**src/rtl/sumador_pkg.sv**
```systemverilog
// Constants and FSM encoding shared by the 4-bit adder and its accumulator stage.
package sumador_pkg;

  localparam int unsigned ADD_W = 4;
  localparam int unsigned SMP_W = ADD_W + 1;

  typedef enum logic [1:0] {
    IDLE  = 2'd0,
    ACCUM = 2'd1,
    DONE  = 2'd2
  } state_t;

endpackage

```
**src/rtl/contador_muestras.sv**
```systemverilog
// Loadable down-counter of remaining samples; last flags the final sample of a run.
module contador_muestras #(
  parameter int unsigned CNT_W = 8
) (
  input  logic             clk,
  input  logic             rst_n,
  input  logic             load,
  input  logic [CNT_W-1:0] len,
  input  logic             dec,
  output logic             last
);

  logic [CNT_W-1:0] count;

  always_ff @(posedge clk or negedge rst_n) begin
    if (!rst_n) begin
      count <= '0;
    end else if (load) begin
      count <= len;
    end else if (dec && (count != '0)) begin
      count <= count - CNT_W'(1);
    end
  end

  assign last = (count == CNT_W'(1));

endmodule

```
**src/rtl/acumulador_sumas.sv**
```systemverilog
// Accumulates a programmed number of 5-bit adder results and reports total and overflow.
// Optional feature: ACUMULADOR_SATURATE_EN clamps the total at full scale instead of wrapping.
module acumulador_sumas
  import sumador_pkg::*;
#(
  parameter int unsigned ACC_W = 12,
  parameter int unsigned CNT_W = 8
) (
  input  logic             clk,
  input  logic             rst_n,
  input  logic             start,
  input  logic [CNT_W-1:0] len,
  input  logic             in_valid,
  output logic             in_ready,
  input  logic [ADD_W-1:0] in_sum,
  input  logic             in_cout,
  output logic             out_valid,
  input  logic             out_ready,
  output logic [ACC_W-1:0] out_acc,
  output logic             out_ovf,
  output logic             busy
);

  localparam int unsigned SUM_W = ACC_W + 1;

  state_t           state;
  state_t           state_nxt;
  logic [ACC_W-1:0] acc;
  logic             ovf;
  logic             start_ok;
  logic             xfer;
  logic             last;
  logic [SMP_W-1:0] sample;
  logic [SUM_W-1:0] sum;

  assign start_ok = (state == IDLE) && start;
  assign xfer     = in_valid && in_ready;
  assign sample   = {in_cout, in_sum};
  assign sum      = {1'b0, acc} + SUM_W'(sample);

  contador_muestras #(
    .CNT_W (CNT_W)
  ) u_contador (
    .clk   (clk),
    .rst_n (rst_n),
    .load  (start_ok),
    .len   (len),
    .dec   (xfer),
    .last  (last)
  );

  // State register
  always_ff @(posedge clk or negedge rst_n) begin
    if (!rst_n) begin
      state <= IDLE;
    end else begin
      state <= state_nxt;
    end
  end

  // Next-state logic
  always_comb begin
    state_nxt = state;
    case (state)
      IDLE:    if (start) state_nxt = (len != '0) ? ACCUM : DONE;
      ACCUM:   if (xfer && last) state_nxt = DONE;
      DONE:    if (out_ready) state_nxt = IDLE;
      default: state_nxt = IDLE;
    endcase
  end

  // Stream handshakes decoded from the state register
  always_comb begin
    in_ready  = 1'b0;
    out_valid = 1'b0;
    busy      = 1'b0;
    case (state)
      ACCUM: begin
        in_ready = 1'b1;
        busy     = 1'b1;
      end
      DONE: begin
        out_valid = 1'b1;
        busy      = 1'b1;
      end
      default: ;
    endcase
  end

  // Accumulator and sticky overflow; carry out of the top bit marks overflow
  always_ff @(posedge clk or negedge rst_n) begin
    if (!rst_n) begin
      acc <= '0;
      ovf <= 1'b0;
    end else if (start_ok) begin
      acc <= '0;
      ovf <= 1'b0;
    end else if (xfer) begin
      ovf <= ovf | sum[ACC_W];
`ifdef ACUMULADOR_SATURATE_EN
      if (ovf || sum[ACC_W]) begin
        acc <= '1;
      end else begin
        acc <= sum[ACC_W-1:0];
      end
`else
      acc <= sum[ACC_W-1:0];
`endif
    end
  end

  assign out_acc = acc;
  assign out_ovf = ovf;

endmodule

```
**config.mk**
```make
export PLATFORM = sky130hd
export DESIGN_NAME = acumulador_sumas
export DESIGN_NICKNAME = d
export VERILOG_FILES = /design/src/rtl/sumador_pkg.sv /design/src/rtl/contador_muestras.sv /design/src/rtl/acumulador_sumas.sv
export SDC_FILE = /design/constraint.sdc
export NUM_CORES = 1
export LEC_CHECK = 0
export ABC_AREA = 1
export BUFFER_PORTS_ARGS = -buffer_cell sky130_fd_sc_hd__buf_2
export CORE_MARGIN = 4
export CORE_UTILIZATION = 49
export DETAILED_ROUTE_END_ITERATION = 16
export PLACE_DENSITY = 0.75
export SKIP_CTS_REPAIR_TIMING = 1
export SLEW_MARGIN = 20
export SYNTH_ARGS = -nofsm -noshare
export SYNTH_HDL_FRONTEND = slang
export SYNTH_SLANG_ARGS = --single-unit
```
**constraint.sdc**
```tcl
create_clock -name clk -period 1.8 [get_ports clk]
set_clock_uncertainty 0.2 [all_clocks]
set_input_delay 0.36 -clock clk [delete_from_list [all_inputs] [get_ports clk]]
set_output_delay 0.36 -clock clk [all_outputs]
set_load 0.02 [all_outputs]
```
==> results.json <==
{
  "status": "complete, but fails checks",
  "violations": "negative setup slack",
  "dp_hpwl_microns": 2940,
  "fin_nets": 316,
  "worst_slew_pin_slew_ns": 0.530,
  "fin_crit_sh_pct": 103,
  "synth_top_flop_cell": "dfrtp_1",
  "io_buffers": 33,
  "htree_levels": 1,
  "drt_iter0_markers": 143,
  "worst_skew_pair.late_latency_ns": 0.32,
  "start_util_pct": 50.4,
  "area_growth_pct": 26.7,
  "crit_path_end_kind": "flop",
  "fin_tns_setup_ns": -0.167,
  "tritoncts": "yes",
  "power_w": 0.00305,
  "arrival_ns": 1.93,
  "globalplace.congestion": 0.775,
  "die-area_sq_mm": 0.00444,
  "r2r_cells": 12,
  "hold_class": "in -> reg",
  "yosysMostFrequentCell": "nand2_1",
  "startpoint_type": "flop",
  "synth_area_leaders": "dfrtp_1, nand2_1, ha_1",
  "relSlewSlack_pct": 64.7,
  "cts_inserted_buffers": 3,
  "crit_path_frequent_cell": "nand2_2",
  "path_clk_slew_ns": 0.14,
  "vias_per_cell": 5.06,
  "overflow": 0,
  "wl_microns": 3870,
  "syn_inst": 239,
  "synth.top_cell.area_share_pct": 34.2,
  "drt_first_pass_iters": 4,
  "worstHoldPathCells": 5,
  "dpl.cell_count": 322,
  "synth_edf_count": 0,
  "crit_chain": "ha_4 -> inv_2 -> fa_2 -> inv_2 -> nand2_2 -> nand2_2 -> nand3b_1 -> nand2_2 -> nand2_2 -> nand2_1 -> nand2_1 -> nor2_1",
  "syn-cell-area_sq_mm": 0.00168,
  "synthTopCellsByCount": "nand2_1, inv_1, nor2_1, dfrtp_1, nand3_1",
  "hold_viol_final": 0,
  "cp_slowest_cell": "dfrtp_2",
  "leakagePower_nw": 1.14,
  "chipWidth_microns": 66.6,
  "ys_ff_latch": 23,
  "report.final.slew_viol_count": 0,
  "rows": 21,
  "synth_cell_types": 28,
  "ant_nets": 0,
  "yosysWarnings": 0,
  "setup_viol": 5,
  "worstSetupPathType": "reg -> reg",
  "max_freq_mhz": 537,
  "syn_nets": 269,
  "vias": 1674,
  "grt_usage_pct": 18.1,
  "wl_per_cell_microns": 11.7,
  "required_ns": 1.86,
  "core_area_sq_mm": 0.00334,
  "post-route-util_pct": 63.9,
  "chipHeight_microns": 66.6,
  "grt_pass1_vias": 1533,
  "rsz0062_at_grt": "yes",
  "cts_root_buf": "clkbuf_4",
  "post-route-drc-count": 0,
  "ios": 34,
  "antenna_found_initial": 0,
  "p_per_area_mw_per_mm2": 1430,
  "period_needed_ns": 1.86,
  "fillCellCount": 292,
  "vdd_drop_max_mv": 0.796,
  "clk_path_buf_depth": 2,
  "critPathMaxFanout": 3,
  "grt_pass1_wl_microns": 6290,
  "grt_max_degree": 24,
  "yosysTopAreaCell": "dfrtp_1",
  "avgSynthCellArea_sq_um": 7.04,
  "synthArstFlopShare_pct": 100,
  "cpPeakStageDelay_ns": 0.42,
  "diodes": 0,
  "clock-sinks": 23,
  "place_ws_ns": -0.117,
  "yosysSeqAreaShare_pct": 34.2,
  "setup_ws_ns": -0.0613,
  "instances_no_fill": 331,
  "max-cap-violations": 0,
  "drive_gt1_share_pct": 31.6
}
metrics by stage:
step / hold WS, ns / cell area (sq um)
2_1_floorplan: -0.136 / 1700
3_3_place_gp: 0.176 / 1960
3_5_place_dp: 0.171 / 1960
4_1_cts: -0.186 / 1980
5_1_grt: 0.163 / 2130
6_report: 0.151 / 2130
critical path: cells and delay by family (launching register included):
kind | cells | cell delay, ns
and+or+nand+nor | 8 | 0.55
buffers and inverters | 2 | 0.12
adders and majority gates | 2 | 0.54
DFF | 1 | 0.42
registers in the layout, indices dropped and copies added, names as in the netlist:
signal            flops
u_contador.count      8
state                 2
out_ovf               1
out_acc              12
cell type report:
| type | count | area (sq um) | share of cell area [%] |
|---|---|---|---|
| clock buffer | 3 | 22.5 | 1.06 |
| clock inverter | 1 | 5.00 | 0.235 |
| inverter | 37 | 139 | 6.51 |
| multi-input combinational | 175 | 1050 | 49.1 |
| sequential | 23 | 577 | 27.1 |
| tap | 46 | 57.6 | 2.70 |
| timing repair buffer | 46 | 285 | 13.4 |
power breakdown:
group	leakage, nW	internal (W)	total [W]	switching, W
clock	0.0177	0.0000830	0.000246	0.000163
sequential	0.302	0.000685	0.000871	0.000186
combinational	0.817	0.000805	0.00193	0.00113
cell families after synthesis:
family                   Yosys count  synth area share (%)
XOR/XNOR                           2                  1.04
buffers and inverters             41                  9.81
adder cells (fa/ha/maj)           12                  9.37
flip-flops                        23                  34.2
AO/OA/AOI/OAI                     32                  11.5
AND/OR/NAND/NOR                  129                  34.1
cells in the final DEF (no fill, tap or decap), drive strengths merged:
master        n
nor2         29
xor2          2
a32o          1
nand4         6
nor3          1
o21ai        20
a22o          1
a21oi         8
o22ai         2
inv          36
clkinv        2
dfrtp        23
nand2        71
dlygate4sd3   1
or2           1
nand3        19
and2          1
clkbuf        3
nand3b        1
buf          45
fa            1
ha           11
routing by layer:
metal	wire length (microns)	up-vias	global-route usage, %
li1	-	857	-
met1	1660	763	21.6
met2	1980	50	34.0
met3	193	4	2.19
met4	38	0	4.57
met5	0	-	0
path summary, 6_finish.rpt:
path | start | endpoint | slack (ns)
setup / recovery | out_acc[0]$_DFFE_PN0P_ | out_acc[10]$_DFFE_PN0P_ | -0.06
hold / removal | len[3] | u_contador.count[3]$_DFFE_PN0P_ | 0.15
setup reg to reg | out_acc[0]$_DFFE_PN0P_ | out_acc[10]$_DFFE_PN0P_ | -0.06
hold reg to reg | u_contador.count[7]$_DFFE_PN0P_ | u_contador.count[7]$_DFFE_PN0P_ | 0.32
max in group asynchronous | rst_n | out_acc[0]$_DFFE_PN0P_ | 0.66
min in group asynchronous | rst_n | out_acc[7]$_DFFE_PN0P_ | 0.34
Power figures use the tool's default switching activity.
